`config.mk`:
```
export PLATFORM = sky130hd
export DESIGN_NAME = pwr_seq_ctrl_flat
export DESIGN_NICKNAME = d
export VERILOG_FILES = /design/src/rtl/pwr_seq_pkg.sv /design/src/rtl/pwr_seq_ctrl_if.sv /design/src/rtl/pwr_seq_wdt.sv /design/src/rtl/pwr_seq_ctrl.sv /design/src/flat_wrapper.sv
export SDC_FILE = /design/constraint.sdc
export NUM_CORES = 1
export LEC_CHECK = 0
export BUFFER_PORTS_ARGS = -buffer_cell sky130_fd_sc_hd__buf_2
export CAP_MARGIN = 10
export CORE_AREA = 3 3 43 45
export CTS_CLUSTER_SIZE = 16
export DETAILED_ROUTE_END_ITERATION = 7
export DIE_AREA = 0 0 46 48
export GPL_TIMING_DRIVEN = 0
export PLACE_DENSITY = 0.8
export SYNTH_ARGS = -nofsm -noshare
export SYNTH_HDL_FRONTEND = slang
export SYNTH_SLANG_ARGS = --single-unit
export TNS_END_PERCENT = 1
```
`constraint.sdc`:
```
create_clock -name clk -period 1.2 [get_ports clk]
set_input_delay 0.18 -clock clk [delete_from_list [all_inputs] [get_ports clk]]
set_output_delay 0.18 -clock clk [all_outputs]
set_load 0.005 [all_outputs]
```
`src/rtl/pwr_seq_pkg.sv`:
```
// Shared definitions for the power/reset sequencer.
// Contents: 3-bit state encoding and a helper that sizes a counter so it
// can hold the largest of up to three cycle counts.
package pwr_seq_pkg;

  localparam int unsigned PWR_STATE_W = 3;

  typedef logic [PWR_STATE_W-1:0] pwr_state_t;

  localparam pwr_state_t PWR_OFF   = 3'd0;
  localparam pwr_state_t PWR_WAKE  = 3'd1;
  localparam pwr_state_t PWR_HOLD  = 3'd2;
  localparam pwr_state_t PWR_RUN   = 3'd3;
  localparam pwr_state_t PWR_DRAIN = 3'd4;
  localparam pwr_state_t PWR_REARM = 3'd5;

  // Width needed to count up to the largest argument without wrapping.
  function automatic int unsigned cnt_width(int unsigned a, int unsigned b, int unsigned c);
    int unsigned m;
    m = a;
    if (b > m) m = b;
    if (c > m) m = c;
    return $clog2(m + 1);
  endfunction

endpackage

```
`src/rtl/pwr_seq_ctrl_if.sv`:
```
// Signal bundle between the sequencer, the UART pins and the SoC core.
// master: the sequencer (drives pin-side UART, soc_resetn, debug/status).
// slave : the surroundings (host CTS, SoC UART, firmware requests).
interface pwr_seq_ctrl_if;
  import pwr_seq_pkg::*;

  logic       uart_cts;
  logic       poweroff_rq;
  logic       soc_tx;
  logic       soc_rts;
  logic       wdt_kick;
  logic       uart_tx;
  logic       uart_rts;
  logic       soc_resetn;
  pwr_state_t pwr_state;
  logic       wdt_fired;

  modport master (
    input  uart_cts, poweroff_rq, soc_tx, soc_rts, wdt_kick,
    output uart_tx, uart_rts, soc_resetn, pwr_state, wdt_fired
  );

  modport slave (
    output uart_cts, poweroff_rq, soc_tx, soc_rts, wdt_kick,
    input  uart_tx, uart_rts, soc_resetn, pwr_state, wdt_fired
  );
endinterface

```
`src/rtl/pwr_seq_wdt.sv`:
```
// Firmware watchdog for the RUN state.
// Ports: clk, resetn (sync, active low), i_en (high while in RUN),
//        i_kick (firmware kick), o_expire_c (combinational expiry strobe).
// Counter is held at zero outside RUN so every RUN entry starts fresh; a kick
// on the expiry cycle suppresses expiry.
module pwr_seq_wdt
  import pwr_seq_pkg::*;
#(
  parameter int unsigned WDT_CYCLES = 16777216
) (
  input  logic clk,
  input  logic resetn,
  input  logic i_en,
  input  logic i_kick,
  output logic o_expire_c
);

  localparam int unsigned         WDT_W    = cnt_width(WDT_CYCLES, 1, 1);
  localparam logic [WDT_W-1:0]    WDT_LAST = WDT_W'(WDT_CYCLES - 1);

  logic [WDT_W-1:0] r_cnt;

  // Age since RUN entry or last kick; holds at terminal so it never wraps.
  always_ff @(posedge clk) begin
    if (!resetn) begin
      r_cnt <= '0;
    end else if (!i_en || i_kick) begin
      r_cnt <= '0;
    end else if (r_cnt != WDT_LAST) begin
      r_cnt <= r_cnt + WDT_W'(1);
    end
  end

  assign o_expire_c = i_en && !i_kick && (r_cnt == WDT_LAST);

endmodule

```
`src/rtl/pwr_seq_ctrl.sv`:
```
// Power/reset sequencer between the board UART pins and the SoC core.
// Ports: clk, resetn (sync, active low), bus (pwr_seq_ctrl_if.master):
//   in : uart_cts (low = wake), poweroff_rq, soc_tx, soc_rts, wdt_kick
//   out: uart_tx, uart_rts (SoC lines passed through only in RUN),
//        soc_resetn (registered), pwr_state (debug), wdt_fired (sticky).
// Optional build macro PWRSEQ_WDT_EN adds a RUN-state watchdog that forces
// poweroff; without it wdt_kick is unused and wdt_fired is tied 0.
module pwr_seq_ctrl
  import pwr_seq_pkg::*;
#(
  parameter int unsigned WAKE_FILTER_CYCLES = 4,
  parameter int unsigned RESET_HOLD_CYCLES  = 16,
  parameter int unsigned QUIESCE_CYCLES     = 32,
  parameter int unsigned WDT_CYCLES         = 16777216
) (
  input  logic          clk,
  input  logic          resetn,
  pwr_seq_ctrl_if.master bus
);

  localparam int unsigned      CNT_W = cnt_width(WAKE_FILTER_CYCLES, RESET_HOLD_CYCLES,
                                                 QUIESCE_CYCLES);
  localparam logic [CNT_W-1:0] WAKE_LAST  = CNT_W'(WAKE_FILTER_CYCLES - 1);
  localparam logic [CNT_W-1:0] HOLD_LAST  = CNT_W'(RESET_HOLD_CYCLES - 1);
  localparam logic [CNT_W-1:0] DRAIN_LAST = CNT_W'(QUIESCE_CYCLES - 1);

  pwr_state_t       r_state;
  pwr_state_t       w_state_nxt;
  logic [CNT_W-1:0] r_cnt;
  logic [CNT_W-1:0] w_cnt_nxt;
  logic             r_soc_resetn;
  logic             w_wdt_expire;
  logic             w_wdt_fired;
  logic             w_uart_tx;
  logic             w_uart_rts;

  // State register and shared phase counter.
  always_ff @(posedge clk) begin
    if (!resetn) begin
      r_state <= PWR_OFF;
      r_cnt   <= '0;
    end else begin
      r_state <= w_state_nxt;
      r_cnt   <= w_cnt_nxt;
    end
  end

  // Next-state and counter logic; counter is zero on every phase entry.
  always_comb begin
    w_state_nxt = r_state;
    w_cnt_nxt   = '0;
    case (r_state)
      PWR_OFF: begin
        if (!bus.uart_cts) w_state_nxt = PWR_WAKE;
      end
      PWR_WAKE: begin
        // Any high cycle is a bounce and restarts the filter from OFF.
        if (bus.uart_cts)            w_state_nxt = PWR_OFF;
        else if (r_cnt == WAKE_LAST) w_state_nxt = PWR_HOLD;
        else                         w_cnt_nxt   = r_cnt + CNT_W'(1);
      end
      PWR_HOLD: begin
        if (r_cnt == HOLD_LAST) w_state_nxt = PWR_RUN;
        else                    w_cnt_nxt   = r_cnt + CNT_W'(1);
      end
      PWR_RUN: begin
        if (bus.poweroff_rq || w_wdt_expire) w_state_nxt = PWR_DRAIN;
      end
      PWR_DRAIN: begin
        if (r_cnt == DRAIN_LAST) w_state_nxt = PWR_REARM;
        else                     w_cnt_nxt   = r_cnt + CNT_W'(1);
      end
      PWR_REARM: begin
        // Wait for host to release CTS so a held-low CTS cannot re-wake.
        if (bus.uart_cts) w_state_nxt = PWR_OFF;
      end
      default: w_state_nxt = PWR_OFF;
    endcase
  end

  // UART pin mux, selected by the state register only.
  always_comb begin
    w_uart_tx  = 1'b1;
    w_uart_rts = 1'b1;
    if (r_state == PWR_RUN) begin
      w_uart_tx  = bus.soc_tx;
      w_uart_rts = bus.soc_rts;
    end
  end

  // SoC reset released one cycle into RUN and asserted with the RUN exit edge.
  always_ff @(posedge clk) begin
    if (!resetn) r_soc_resetn <= 1'b0;
    else         r_soc_resetn <= (r_state == PWR_RUN) && (w_state_nxt == PWR_RUN);
  end

`ifdef PWRSEQ_WDT_EN
  logic r_wdt_fired;

  pwr_seq_wdt #(
    .WDT_CYCLES (WDT_CYCLES)
  ) u_wdt (
    .clk        (clk),
    .resetn     (resetn),
    .i_en       (r_state == PWR_RUN),
    .i_kick     (bus.wdt_kick),
    .o_expire_c (w_wdt_expire)
  );

  // Cause of the most recent RUN exit; poweroff_rq wins a tie with expiry.
  always_ff @(posedge clk) begin
    if (!resetn) begin
      r_wdt_fired <= 1'b0;
    end else if (r_state == PWR_RUN) begin
      if (bus.poweroff_rq)   r_wdt_fired <= 1'b0;
      else if (w_wdt_expire) r_wdt_fired <= 1'b1;
    end
  end

  assign w_wdt_fired = r_wdt_fired;
`else
  localparam int unsigned unused_wdt_cycles = WDT_CYCLES;
  logic w_unused_kick;

  assign w_unused_kick = bus.wdt_kick;
  assign w_wdt_expire  = 1'b0;
  assign w_wdt_fired   = 1'b0;
`endif

  assign bus.uart_tx    = w_uart_tx;
  assign bus.uart_rts   = w_uart_rts;
  assign bus.soc_resetn = r_soc_resetn;
  assign bus.pwr_state  = r_state;
  assign bus.wdt_fired  = w_wdt_fired;

endmodule

```
`src/flat_wrapper.sv`:
```
// flat-port wrapper written by rule: the top's interface ports become plain ports
module pwr_seq_ctrl_flat import pwr_seq_pkg::*;
#(
  parameter int unsigned WAKE_FILTER_CYCLES = 4,
  parameter int unsigned RESET_HOLD_CYCLES  = 16,
  parameter int unsigned QUIESCE_CYCLES     = 32,
  parameter int unsigned WDT_CYCLES         = 16777216
)
  (clk, resetn, bus_uart_cts, bus_poweroff_rq, bus_soc_tx, bus_soc_rts, bus_wdt_kick, bus_uart_tx, bus_uart_rts, bus_soc_resetn, bus_pwr_state, bus_wdt_fired);
  pwr_seq_ctrl_if bus_i ();
  input  logic clk;
  input  logic resetn;
  input wire logic [$bits(bus_i.uart_cts)-1:0] bus_uart_cts;
  input wire logic [$bits(bus_i.poweroff_rq)-1:0] bus_poweroff_rq;
  input wire logic [$bits(bus_i.soc_tx)-1:0] bus_soc_tx;
  input wire logic [$bits(bus_i.soc_rts)-1:0] bus_soc_rts;
  input wire logic [$bits(bus_i.wdt_kick)-1:0] bus_wdt_kick;
  output wire logic [$bits(bus_i.uart_tx)-1:0] bus_uart_tx;
  output wire logic [$bits(bus_i.uart_rts)-1:0] bus_uart_rts;
  output wire logic [$bits(bus_i.soc_resetn)-1:0] bus_soc_resetn;
  output wire logic [$bits(bus_i.pwr_state)-1:0] bus_pwr_state;
  output wire logic [$bits(bus_i.wdt_fired)-1:0] bus_wdt_fired;
  assign bus_i.uart_cts = bus_uart_cts;
  assign bus_i.poweroff_rq = bus_poweroff_rq;
  assign bus_i.soc_tx = bus_soc_tx;
  assign bus_i.soc_rts = bus_soc_rts;
  assign bus_i.wdt_kick = bus_wdt_kick;
  assign bus_uart_tx = bus_i.uart_tx;
  assign bus_uart_rts = bus_i.uart_rts;
  assign bus_soc_resetn = bus_i.soc_resetn;
  assign bus_pwr_state = bus_i.pwr_state;
  assign bus_wdt_fired = bus_i.wdt_fired;
  pwr_seq_ctrl #(.WAKE_FILTER_CYCLES(WAKE_FILTER_CYCLES), .RESET_HOLD_CYCLES(RESET_HOLD_CYCLES), .QUIESCE_CYCLES(QUIESCE_CYCLES), .WDT_CYCLES(WDT_CYCLES)) u_core (.clk(clk), .resetn(resetn), .bus(bus_i));
endmodule
```
---- Word level (Yosys, flattened, before mapping) ----
Cells that the tools add are included.
storage, ports and cells
  input port bits ......................... 7
  register bits after elaboration ......... 10
operators by class
  $add $sub $neg .......................... 1
  equal/unequal tests ..................... 9
  multiplexer cells ....................... 15
  reductions and logical operators ........ 2
operators with widths
  kind                 count
  $mux 6               4
  $mux 3               7
  $pmux 3 s6           1
  $pmux 6 s3           1
  $eq 3x2->1 const B   3
  $add 6x1->6 const B  1
  $eq 3x3->1 const B   2
  $eq 6x2->1 const B   1
  $eq 6x4->1 const B   1
  $eq 6x5->1 const B   1
  $eq 3x1->1 const B   1
  $logic_not 3->1      1
  $mux 1               2
  $logic_and 1x1->1    1

---- Logic depth before layout (Yosys ltp) ----
  depth after elaboration ................. 6
  mapped depth ............................ 5
  gate-level depth less buffers ........... 5

---- Worst setup path after synthesis ----
OpenSTA, ideal clock, no wires.
  kind .................................... reg-to-reg
  start point ............................. register u_core.r_cnt[0]
  end point ............................... register u_core.r_cnt[1]
  path buffers ............................ 0
  setup slack ............................. -0.158 ns
  required time ........................... 1.078 ns
  data arrival time ....................... 1.236 ns
  stages on the path, launching flop included .. 6
  cells stage by stage .................... dfxtp_1 ha_1 nor4b_2 a21bo_1 a21boi_4 nor3b_2
on the way
  longest elaborated chain between the ends .. 4
RTL lines
  element                                    RTL line            RTL
  start: declaration                         pwr_seq_ctrl.sv:29  logic [CNT_W-1:0] r_cnt;
  start signal: assignment                   pwr_seq_ctrl.sv:44  r_cnt <= w_cnt_nxt;
  $add 6x1->6 or $eq 6x2->1 (tied branches)  --
  $mux 6                                     pwr_seq_ctrl.sv:59  else if (r_cnt == WAKE_LAST) w_state_nxt = PWR_HOLD;
  $mux 6                                     pwr_seq_ctrl.sv:58  if (bus.uart_cts) w_state_nxt = PWR_OFF;
  $pmux 6 s3 *                               pwr_seq_ctrl.sv:52  case (r_state)
Every way passes the cells marked *; elsewhere a longest branch is shown, timed or not.
A chain may end at the register's enable or synchronous reset.

---- Final worst setup path ----
  start point ............................. register u_core.r_state[1] (netlist: u_core.bus.pwr_state[1])
  end point ............................... output port bus_uart_rts
on the way
  longest elaborated chain between the ends .. 2
RTL lines
  element                   RTL line            RTL
  start: declaration        pwr_seq_ctrl.sv:27  pwr_state_t r_state;
  start signal: assignment  pwr_seq_ctrl.sv:43  r_state <= w_state_nxt;
  $eq 3x2->1                pwr_seq_ctrl.sv:85  if (r_state == PWR_RUN) begin
  $mux 1                    pwr_seq_ctrl.sv:85
  end: declaration          flat_wrapper.sv:19  output wire logic [$bits(bus_i.uart_rts)-1:0] bus_uart_rts;
Every way passes these cells.

==> metrics.md <==
| Metric | Value |
|---|---|
| CTS sink cnt | `10` |
| Slew Viols, Final | `0` |
| Final setup viols | `11` |
| Post-route cell area | `962 um2` |
| WP data required | `1020 ps` |
| Core area | `1510 um2` |
| CTS Hold Buffers Added | `0` |
| # H-tree levels | `1` |
| Area grow syn2layout | `41.1%` |
| Post-synth EDFFs | `0` |
| Final Hold Viols | `0` |
| Reg power frac | `45.8%` |
| Mapped cell area | `682 um2` |
| Synthesized area per cell | `9.47 um2` |
| I/O pin cnt | `14` |
| Commonest non-fill, non-tap cells in the layout | `12 x buf_2, 7 x nand2_1, 6 x buf_4, 5 x nor3b_2, 5 x dfxtp_1` |
| Combinational group share of total power | `11.6%` |
| Delay of the slowest critical-path stage | `370 ps` |
| Largest net degree at the start of global routing | `9` |
| Slowest CP cell | `dfxtp_4` |
| Drt total wl | `1.58 mm` |
| DRC | `0` |
| Synth unique cells | `35` |
| Peak supply drop | `0.666 mV` |
| Ys async rst share | `0%` |
| Crit path launch type | `flop` |
| I/O Buffers | `11` |
| Remaining antenna violation count after routing | `0` |
| Final Critical Period | `1430 ps` |
| Tot GR Track Use | `16.5%` |
| Mapped Cells | `72` |
| CP Max Fanout | `6` |
| Fillcell total | `122` |
| Die ar. | `2210 um2` |
| CTS clock-pin slew for the worst setup and hold paths | `80 ps` |
| Initial Utilization | `45.3%` |
| Clock Tree Buf Depth | `2` |
| Die width | `46 um` |
| Worst path bufs/invs | `2` |
| Final GP Congestion | `0.860` |
| Critical path type | `reg -> out` |
| Routed wire per std cell | `14.2 um` |
| Initial detailed-routing violation count | `10` |
| Predominant post-synthesis flop cell | `dfxtp_1` |
| Num CTS Buffers | `3` |
| Sw Ratio | `23.4%` |
| Worst Hold Class | `in -> reg` |
| Layout cell share with drive strength beyond 1 | `55.8%` |
| Top delay family on crit path | `flip-flops` |
| HPWL after DPL | `1.07 mm` |
| Antenna violations before repair | `0` |
| Vias in the first global route | `585` |
| CP endpoint kind | `primary output` |
| Final setup margin | `-233 ps` |
| Pleak | `0.370 nW` |
| Yosys warns | `0` |
| Pwr dens | `757 nW/um2` |
| Footprint of the multi-input gates | `489 um2` |
| Critical-path cell list | `buf_6 > nand2_2 > or3_1 > buf_2` |
| Status | `complete, but fails checks` |
| Commonest non-fill, non-tap cell in the layout | `buf_2` |
| DP Area | `782 um2` |
| Failing checks | `negative setup slack` |
| Clk pwr share | `42.7%` |
| Internal power | `558 uW` |
| Tcrit/Tclk final | `119%` |
| Die height | `48 um` |
| Worst EP arrival | `1250 ps` |
| First-pass GRT wire length | `2.57 mm` |
| Worst-skew pair later-pin latency | `270 ps` |
| # nets final | `104` |
| First-pass detailed-route iteration total | `4` |
| CTS tree | `yes` |
| F_max | `698 MHz` |
| MaxCap Viol Count | `0` |
| Row Count | `14` |
| Tot Pwr | `728 uW` |
| Seq cells post-synth | `10` |
| Via count | `619` |
| N_diodes | `0` |
| Clk root buf | `clkbuf_4` |
| Register area | `214 um2` |
| Syn_nets | `80` |
| Unrepaired setup endpoints after global routing | `true` |
| Switching power | `170 uW` |
| Routed vias/inst | `5.58` |
| Layout Skew | `13.9 ps` |
| Sequential element share of the synthesized area | `29.4%` |
| Total gr overflow | `0` |
area by class of cell:
| class | count | area share [%] |
|---|---|---|
| inverters | 1 | 0.390 |
| repair buffers | 19 | 15.9 |
| plain buffers | 5 | 4.81 |
| flip-flops and latches | 10 | 22.2 |
| multi-input cells | 56 | 50.8 |
| clock buffers | 4 | 3.77 |
| well taps | 16 | 2.08 |
power by group through the flow:
stage	Clock (mW)	Sequential [mW]	Combinational, mW
floorplan	0	0.346	0.0444
global placement	0	0.346	0.0668
detailed placement	0	0.346	0.0672
CTS	0.319	0.334	0.0791
global route	0.336	0.334	0.0920
finish	0.311	0.333	0.0842
through the flow:
stage	hold WS [ps]	setup slack (ps)	utilization, %	instances	TNS, ps
floorplan	296	-96.7	-	72	-492
global placement	441	-198	51.9	99	-1120
detailed placement	450	-207	51.9	99	-1230
CTS	197	-241	62.7	111	-1770
global route	205	-290	63.9	111	-2390
finish	196	-233	63.9	111	-1720
registers in the layout (all words and copies together), names as in the netlist:
name	count
u_core.r_cnt	6
u_core.bus.pwr_state	3
u_core.bus.soc_resetn	1
per-layer routing:
layer	track usage (%)	part of all wire, %	vias up
met4	7.39	2.3	0
met5	0	0	-
met1	17.9	37	286
li1	-	-	306
met3	6.02	6.7	4
met2	28.6	54	23
synthesized netlist by cell type (all sizes together), types with 2 or more instances:
cell type,n,share of area [%]
nor2b,2,1.8
nand3,2,1.5
a21oi,5,3.7
dfxtp,10,29
o21ai,3,3.9
nor4b,3,7.0
nor2,2,1.1
buf,5,5.9
or3,3,2.8
nand2,8,4.4
xor2,3,3.9
nor3,5,5.1
nor3b,6,9.5
kinds of logic (layout without fill, tap and decap cells):
group,count (synthesis),after routing,share of synthesized area (%)
adders and majority gates,1,1,1.83
buffers and inverters,6,29,6.42
xor gates and xnor gates,4,4,5.14
and+or+nand+nor,34,34,36.7
DFF,10,10,29.4
AOI/OAI and AO/OA,16,16,20.0
other,1,1,0.550
repair_timing:
action,CTS,global route
pin swaps,2,7
endpoints found under the setup margin,10,11
buffers inserted,8,0
gates resized for setup,10,4
endpoints found under the hold margin,0,0
worst reg2reg max path: stages (launching register included):
cell	delay (ps)
dfxtp_4	360
buf_12	120
nor4b_4	300
a21bo_1	260
a21boi_4	150
nor3b_2	140
path summary, 6_finish.rpt:
check / start / endpoint / slack [ps] / depth (start not counted)
hold reg to reg: u_core.r_cnt[0]$_SDFF_PN0_ / u_core.r_cnt[0]$_SDFF_PN0_ / 460 / 1
setup reg to reg: u_core.bus.pwr_state[1]$_SDFF_PN0_ / u_core.r_cnt[1]$_SDFF_PN0_ / -230 / 5
hold / removal: resetn / u_core.bus.soc_resetn$_SDFF_PN0_ / 200 / 3
setup / recovery: u_core.bus.pwr_state[1]$_SDFF_PN0_ / bus_uart_rts / -230 / 4
Power figures use the tool's default switching activity.
